### src/rtl/ram32_pkg.sv
// Shared definitions for the RAM32 port arbiter: data/byte-enable widths,
// requester ids, controller states and the byte-merge helper used by the
// optional same-cycle write bypass (RAM32_BYPASS_EN).
package ram32_pkg;

  localparam int DATA_W = 64;
  localparam int BE_W   = 8;

  typedef enum logic {
    REQ_A = 1'b0,
    REQ_B = 1'b1
  } req_id_t;

  typedef enum logic {
    ST_INIT = 1'b0,
    ST_RUN  = 1'b1
  } state_t;

  // Byte-wise merge: byte i comes from new_data when sel[i] is set, else old_data.
  function automatic logic [DATA_W-1:0] byte_merge(
    input logic [DATA_W-1:0] old_data,
    input logic [DATA_W-1:0] new_data,
    input logic [BE_W-1:0]   sel
  );
    logic [DATA_W-1:0] res;
    res = old_data;
    for (int i = 0; i < BE_W; i++) begin
      if (sel[i]) begin
        res[i*8 +: 8] = new_data[i*8 +: 8];
      end else begin
        res[i*8 +: 8] = old_data[i*8 +: 8];
      end
    end
    return res;
  endfunction

endpackage

### src/rtl/ram32_port_arbiter_rr_arb2.sv
// Two-way round-robin grant for the shared read port. Grants are
// combinational from the request lines; the pointer only moves on a
// contended grant, so an uncontested requester never loses its turn.
module ram32_rr_arb2
  import ram32_pkg::*;
(
  input  logic CLK,
  input  logic RST_N,
  input  logic en,
  input  logic req_a,
  input  logic req_b,
  output logic gnt_a,
  output logic gnt_b
);

  req_id_t rr;
  req_id_t rr_next;

  // Grant selection and next pointer value.
  always_comb begin
    gnt_a   = 1'b0;
    gnt_b   = 1'b0;
    rr_next = rr;
    if (en) begin
      case ({req_a, req_b})
        2'b10: gnt_a = 1'b1;
        2'b01: gnt_b = 1'b1;
        2'b11: begin
          if (rr == REQ_A) begin
            gnt_a   = 1'b1;
            rr_next = REQ_B;
          end else begin
            gnt_b   = 1'b1;
            rr_next = REQ_A;
          end
        end
        default: begin
          gnt_a = 1'b0;
          gnt_b = 1'b0;
        end
      endcase
    end else begin
      gnt_a   = 1'b0;
      gnt_b   = 1'b0;
      rr_next = rr;
    end
  end

  // Round-robin pointer register; starts favouring requester A.
  always_ff @(posedge CLK) begin
    if (!RST_N) begin
      rr <= REQ_A;
    end else begin
      rr <= rr_next;
    end
  end

endmodule

### src/rtl/ram32_port_arbiter.sv
// Controller in front of a RAM32_1RW1R macro. Port 0 zero-fills the array
// after reset and then serves the single writer; port 1 is the read path,
// shared round-robin between requesters A and B. Responses come one cycle
// after the grant. Optional macro RAM32_BYPASS_EN forwards a same-cycle
// write to the same address into the read response.
module ram32_port_arbiter
  import ram32_pkg::*;
#(
  parameter int BITS = 5
) (
  input  logic              CLK,
  input  logic              RST_N,
  output logic              init_done,
  input  logic              wr_valid,
  output logic              wr_ready,
  input  logic [BITS-1:0]   wr_addr,
  input  logic [BE_W-1:0]   wr_sel,
  input  logic [DATA_W-1:0] wr_data,
  input  logic              rda_valid,
  output logic              rda_ready,
  input  logic [BITS-1:0]   rda_addr,
  output logic              rda_rvalid,
  output logic [DATA_W-1:0] rda_rdata,
  input  logic              rdb_valid,
  output logic              rdb_ready,
  input  logic [BITS-1:0]   rdb_addr,
  output logic              rdb_rvalid,
  output logic [DATA_W-1:0] rdb_rdata,
  output logic              ram_en0,
  output logic [BITS-1:0]   ram_a0,
  output logic [BE_W-1:0]   ram_we0,
  output logic [DATA_W-1:0] ram_di0,
  output logic              ram_en1,
  output logic [BITS-1:0]   ram_a1,
  input  logic [DATA_W-1:0] ram_do1
);

  state_t            state;
  state_t            state_next;
  logic [BITS-1:0]   init_cnt;
  logic              init_last;
  logic              run;
  logic              gnt_a;
  logic              gnt_b;
  req_id_t           rsp_id;
  logic [DATA_W-1:0] rsp_data;

  assign init_last = (init_cnt == {BITS{1'b1}});
  assign run       = (state == ST_RUN);

  // Controller state register.
  always_ff @(posedge CLK) begin
    if (!RST_N) begin
      state <= ST_INIT;
    end else begin
      state <= state_next;
    end
  end

  // Next state: leave INIT after the cycle that writes the last entry.
  always_comb begin
    state_next = state;
    case (state)
      ST_INIT: begin
        if (init_last) begin
          state_next = ST_RUN;
        end else begin
          state_next = ST_INIT;
        end
      end
      ST_RUN:  state_next = ST_RUN;
      default: state_next = ST_INIT;
    endcase
  end

  // Zero-fill address counter, advancing once per INIT cycle.
  always_ff @(posedge CLK) begin
    if (!RST_N) begin
      init_cnt <= {BITS{1'b0}};
    end else if (state == ST_INIT) begin
      init_cnt <= init_cnt + 1'b1;
    end else begin
      init_cnt <= init_cnt;
    end
  end

  // init_done rises in the first RUN cycle and stays high until reset.
  always_ff @(posedge CLK) begin
    if (!RST_N) begin
      init_done <= 1'b0;
    end else begin
      init_done <= (state_next == ST_RUN);
    end
  end

  // Port 0 drive: zero-fill during INIT, pass-through writer during RUN.
  always_comb begin
    ram_en0  = 1'b0;
    ram_a0   = {BITS{1'b0}};
    ram_we0  = {BE_W{1'b0}};
    ram_di0  = {DATA_W{1'b0}};
    wr_ready = 1'b0;
    case (state)
      ST_INIT: begin
        ram_en0 = 1'b1;
        ram_a0  = init_cnt;
        ram_we0 = {BE_W{1'b1}};
        ram_di0 = {DATA_W{1'b0}};
      end
      ST_RUN: begin
        wr_ready = 1'b1;
        ram_en0  = wr_valid;
        ram_a0   = wr_addr;
        ram_we0  = wr_sel;
        ram_di0  = wr_data;
      end
      default: begin
        ram_en0  = 1'b0;
        wr_ready = 1'b0;
      end
    endcase
  end

  ram32_rr_arb2 u_arb (
    .CLK   (CLK),
    .RST_N (RST_N),
    .en    (run),
    .req_a (rda_valid),
    .req_b (rdb_valid),
    .gnt_a (gnt_a),
    .gnt_b (gnt_b)
  );

  // Port 1 drive from the current grant.
  always_comb begin
    rda_ready = gnt_a;
    rdb_ready = gnt_b;
    ram_en1   = gnt_a | gnt_b;
    if (gnt_b) begin
      ram_a1 = rdb_addr;
    end else begin
      ram_a1 = rda_addr;
    end
  end

  // Response strobes and the id of the side that owns Do1 next cycle.
  always_ff @(posedge CLK) begin
    if (!RST_N) begin
      rda_rvalid <= 1'b0;
      rdb_rvalid <= 1'b0;
      rsp_id     <= REQ_A;
    end else begin
      rda_rvalid <= gnt_a;
      rdb_rvalid <= gnt_b;
      if (gnt_a || gnt_b) begin
        rsp_id <= gnt_b ? REQ_B : REQ_A;
      end else begin
        rsp_id <= rsp_id;
      end
    end
  end

`ifdef RAM32_BYPASS_EN
  logic              byp_hit;
  logic [BE_W-1:0]   byp_sel;
  logic [DATA_W-1:0] byp_data;
  logic              hit_now;

  assign hit_now = run && wr_valid && (gnt_a || gnt_b) && (wr_addr == ram_a1);

  // Capture a same-cycle write to the granted address for forwarding.
  always_ff @(posedge CLK) begin
    if (!RST_N) begin
      byp_hit  <= 1'b0;
      byp_sel  <= {BE_W{1'b0}};
      byp_data <= {DATA_W{1'b0}};
    end else if (gnt_a || gnt_b) begin
      byp_hit  <= hit_now;
      byp_sel  <= wr_sel;
      byp_data <= wr_data;
    end else begin
      byp_hit  <= 1'b0;
      byp_sel  <= byp_sel;
      byp_data <= byp_data;
    end
  end

  // Response data: macro output with forwarded write bytes merged in.
  always_comb begin
    if (byp_hit) begin
      rsp_data = byte_merge(ram_do1, byp_data, byp_sel);
    end else begin
      rsp_data = ram_do1;
    end
  end
`else
  // Response data: macro output as-is (pre-write contents on collision).
  always_comb begin
    rsp_data = ram_do1;
  end
`endif

  // Steer response data to the owning side; the other side reads zero.
  always_comb begin
    rda_rdata = {DATA_W{1'b0}};
    rdb_rdata = {DATA_W{1'b0}};
    if (rda_rvalid && (rsp_id == REQ_A)) begin
      rda_rdata = rsp_data;
    end else begin
      rda_rdata = {DATA_W{1'b0}};
    end
    if (rdb_rvalid && (rsp_id == REQ_B)) begin
      rdb_rdata = rsp_data;
    end else begin
      rdb_rdata = {DATA_W{1'b0}};
    end
  end

endmodule
### config.mk
export PLATFORM = sky130hd
export DESIGN_NAME = ram32_port_arbiter
export DESIGN_NICKNAME = d
export VERILOG_FILES = /design/src/rtl/ram32_pkg.sv /design/src/rtl/ram32_port_arbiter_rr_arb2.sv /design/src/rtl/ram32_port_arbiter.sv
export SDC_FILE = /design/constraint.sdc
export NUM_CORES = 1
export LEC_CHECK = 0
export ABC_AREA = 1
export BUFFER_PORTS_ARGS = -buffer_cell sky130_fd_sc_hd__buf_4
export CORE_AREA = 2 2 145 147
export DETAILED_ROUTE_END_ITERATION = 8
export DIE_AREA = 0 0 147 149
export PLACE_DENSITY = 0.49
export SLEW_MARGIN = 20
export SYNTH_ARGS = -nofsm -noshare
export SYNTH_HDL_FRONTEND = slang
export SYNTH_SLANG_ARGS = --single-unit
export TNS_END_PERCENT = 5
### constraint.sdc
create_clock -name CLK -period 1.44 [get_ports CLK]
set_input_delay 0.432 -clock CLK [delete_from_list [all_inputs] [get_ports CLK]]
set_output_delay 0.432 -clock CLK [all_outputs]
set_load 0.05 [all_outputs]
# Word level (Yosys, flattened, before mapping)
# Cells that the tools add are included.
[totals]
elab_cells = 35
out_inout_bits = 218
regBits = 10
inputBits = 156
[op_classes]
n_bitwise = 3
muxes = 17
eq_ne = 4
add_sub_neg = 1
n_reduce_logical = 4
[op_table]
columns = ["op", "n"]
rows = [
  ["64-bit 2-to-1 mux", 2],
  ["64-bit case mux with 2 select lines", 1],
  ["8-bit case mux with 2 select lines", 1],
  ["5-bit case mux with 2 select lines", 1],
  ["1-bit case mux with 2 select lines", 4],
  ["1-bit 2-to-1 mux", 7],
  ["5-bit by 1-bit adder with 5-bit output (second input constant)", 1],
  ["5-bit equality test (second input constant)", 1],
  ["5-bit 2-to-1 mux", 1],
  ["2-bit equality test (second input constant)", 2],
  ["2-bit by 1-bit equality test with 1-bit output (second input constant)", 1],
  ["1-bit logical AND", 2],
  ["1-bit inverter", 2],
  ["2-bit AND reduction", 1],
  ["1-bit logical OR", 1],
  ["1-bit bitwise OR", 1],
]

# Longest topological paths before layout
[logic_depth]
word_depth = 4
mapped_depth = 7
mapped_depth_nobuf = 6

# Modules after synthesis
# A second synthesis with hierarchy kept.
[hier_totals]
cells_unflattened = 443
hier_area_um2 = 1964.4
[by_module_without_submodules]
columns = ["module", "instances", "area_each_um2", "cells_each"]
rows = [
  ["ram32_port_arbiter", 1, 1883.1, 428],
  ["ram32_rr_arb2", 1, 81.3, 15],
]

# Least setup slack after synthesis
# Ideal clock, no wire load.
[synth_timing]
path_kind = "flip-flop to output port"
from = "register init_done (netlist name)"
to = "output ram_a0[2]"
n_path_buf = 2
required_time_ps = 1008
path_stages_with_launch = 4
arrival_ps = 1967
path_slack_ps = -959
cell_sequence = "dfxtp_1 -> buf_6 -> buf_2 -> o21ai_0"
[synth_lines]
columns = ["item", "line", "rtl"]
rows = [
  ["end: declaration", "ram32_port_arbiter.sv:30", "output logic [BITS-1:0] ram_a0,"],
]

==> flow_summary_export.csv <==
group,metric,value,unit
global_routing,grt_pass1_vias,3311,
run_status,outcome,"finished with violations",
layout,syn_to_final_growth,227,%
min_path,hold_class,"in -> reg",
setup_path,setup.worst_path.start,"init_done$_SDFF_PN0_",
timing,fin_crit_sh,1.21,
global_routing,grt_start_max_net_pins,41,
synth,syn-cell-area,1990,um^2
min_path,hold_depth,3,
timing,rsz0062_at_grt,"yes",
global_routing,grt.overflow.total,0,
timing,min_period,1.75,ns
layout,fill_cells,2176,
setup_path,slowest_delay,0.36,ns
timing,fmax,572,MHz
setup_path,r2r_slack,0.19,ns
timing,skew,0.00163,ns
pwr,ir_drop,0.000194,V
synth,netlist_instances,438,
detailed_routing,drt_wl_total,12.2,mm
detailed_routing,vias,3810,
pwr,leakage,3.92,nW
floorplanning,ios,374,
global_routing,grtUsageTotal,0.0926,
floorplanning,die_h,149,um
synth,syn_area_per_cell,4.54,um^2
synth,ys_ff_latch,10,
timing,hold_viol_final,0,
setup_path,worst-path-buf-inv,2,
synth,synthArstFlopShare,0,
layout,final_area,6510,um^2
clock_network,cts-root-buf,"clkbuf_16",
setup_path,worst_r2r_path_depth,6,
placement,portBuffers,373,
timing,worst_pin_slew,0.216,ns
timing,maxSlewViolCount,0,
placement,gp_congestion,0.743,
setup_path,crit_path_end_kind,"output pin",
clock_network,cts_tree,"done",
clock_network,cts.sinks,10,
synth,synth_warnings,0,
setup_path,cp_top_family,"flip-flops",
floorplanning,rows,53,
detailed_routing,drt_iter0_markers,68,
global_routing,grt_first_pass_wirelength,16.4,mm
global_routing,antenna_found_initial,0,
setup_path,cpMostUsedCell,"buf_6",
setup_path,crit_arrival,1.32,ns
synth,synth_cell_type_count,20,
detailed_routing,avgRoutedWirePerCell,11.1,um
clock_network,clk_transition_reported_paths,0.04,ns
floorplanning,dieArea,21900,um^2
run_status,violations,"negative setup slack",
pwr,power.density,216,nW/um^2
setup_path,path_depth,4,
floorplanning,start_util,0.0968,
placement,dp_hpwl,10.0,mm
setup_path,reg2reg_from,"init_cnt[1]$_SDFFE_PN0N_",
detailed_routing,drtAntennaViolNets,0,
setup_path,slowest_stage,"dfxtp_4",
setup_path,cp.required,1.01,ns
synth,ys_seq_area_frac,0.101,
floorplanning,die_w,147,um
clock_network,htree_levels,1,
timing,fin_ws,-0.309,ns
synth,synth_edf_count,0,
layout,final_nets,984,
detailed_routing,drt_first_pass_iters,4,
layout,layout-drive-gt1-share,0.641,
timing,max_slew_margin,0.856,
layout,n_antenna_cell,0,
floorplanning,core_area,20600,um^2
setup_path,path_class,"reg -> out",
setup_path,start_kind,"flop",
synth,synth_ff_type,"dfxtp_1",
clock_network,clock_latency,0.24,ns
timing,setup_viol,216,
clock_network,cts_inserted_buffers,3,
detailed_routing,drc,0,
setup_path,crit_chain,"buf_6 > or2_2 > o21a_1 > buf_6",
timing,holdWs,0.480,ns
min_path,worstHoldStart,"RST_N",
run,drv_cap,0,
clock_network,clock_path_buffers,2,
synth,synth_nets,596,
detailed_routing,viasPerCell,3.46,
placement,dpl_cell_area,5440,um^2
timing,tns,-40.72,ns
setup_path,crit_fanout,4,
power by group:
part / internal, mW / leakage [nW] / switching, mW
logic: 0.328 / 3.79 / 0.239
registers: 0.282 / 0.0833 / 0.00671
clock network: 0.418 / 0.0442 / 0.131
total: 1.03 / 3.92 / 0.376
per-layer routing:
metal,track usage,wire length [um],vias to the layer above
li1,-,-,1953
met5,0,0,-
met1,0.0953,4130,1636
met4,0.0231,102,0
met3,0.0235,1020,6
met2,0.186,6940,215
final cells by class:
class	instances	area, um^2	area share
multi-input combinational	261	1450	0.222
clock buffer	4	88.8	0.0136
tap	275	344	0.0529
timing repair buffer	407	3880	0.597
sequential	10	209	0.0321
inverter	143	539	0.0828
stage by stage:
step           utilization  power, mW  setup slack [ns]  instances
6_report             0.317       1.40            -0.309       1100
2_1_floorplan            -      0.454            -0.651        438
3_3_place_gp         0.265      0.830            -0.293       1091
5_1_grt              0.317       1.48            -0.351       1100
4_1_cts              0.293       1.41            -0.317       1095
3_5_place_dp         0.265      0.834            -0.294       1091
placed cells by master, fill, tap and decap left out, drive strengths merged:
cell    netlist  final
a21oi         6      6
buf          24    405
clkbuf        0      6
dfxtp        10     10
ha            2      2
inv         143    143
nand2        88     88
nand3         2      2
nor2        139    139
nor3b         1      1
o21a          1      1
o21ai        12     12
or2          10     10
cell usage after synthesis, types with 3 or more instances:
cell | instances | area share
buf_6 | 3 | 0.017
o21ai_2 | 6 | 0.026
inv_1 | 141 | 0.27
nand2_2 | 3 | 0.0094
dfxtp_1 | 10 | 0.10
or2_2 | 9 | 0.028
a21oi_1 | 5 | 0.013
buf_4 | 7 | 0.026
nor2_1 | 139 | 0.26
buf_2 | 14 | 0.035
nand2_1 | 84 | 0.16
o21ai_0 | 6 | 0.015
kinds of logic (layout without fill, tap and decap cells):
group	Yosys count	count (layout)	synth area share
simple gates	240	240	0.476
buf+inv	167	554	0.348
compound gates	19	19	0.0623
flops	10	10	0.101
fa+ha+maj	2	2	0.0126
worst min-delay path: stages:
cell	delay [ns]
buf_4	0.14
nand2_1	0.06
nor2_1	0.03
worst paths after layout:
check,endpoint
setup / recovery,ram_a0[0]
setup reg to reg,init_cnt[4]$_SDFFE_PN0N_
hold reg to reg,init_cnt[0]$_SDFFE_PN0N_
hold / removal,init_cnt[3]$_SDFFE_PN0N_
state kept, by name, summed over array words and instances, names as in the netlist:
signal      cells
rda_rvalid      1
rdb_rvalid      1
u_arb.rr        1
init_done       1
rsp_id          1
init_cnt        5
timing repair:
| action | in CTS | in global routing |
|---|---|---|
| buffers inserted | 0 | 2 |
| endpoints found under the hold margin | 0 | 0 |
| resized for setup | 135 | 112 |
| gates cloned | 0 | 3 |
| pin swaps | 1 | 2 |
| endpoints found under the setup margin | 216 | 216 |
| hold buffers | 0 | 0 |
Power figures use the tool's default switching activity.
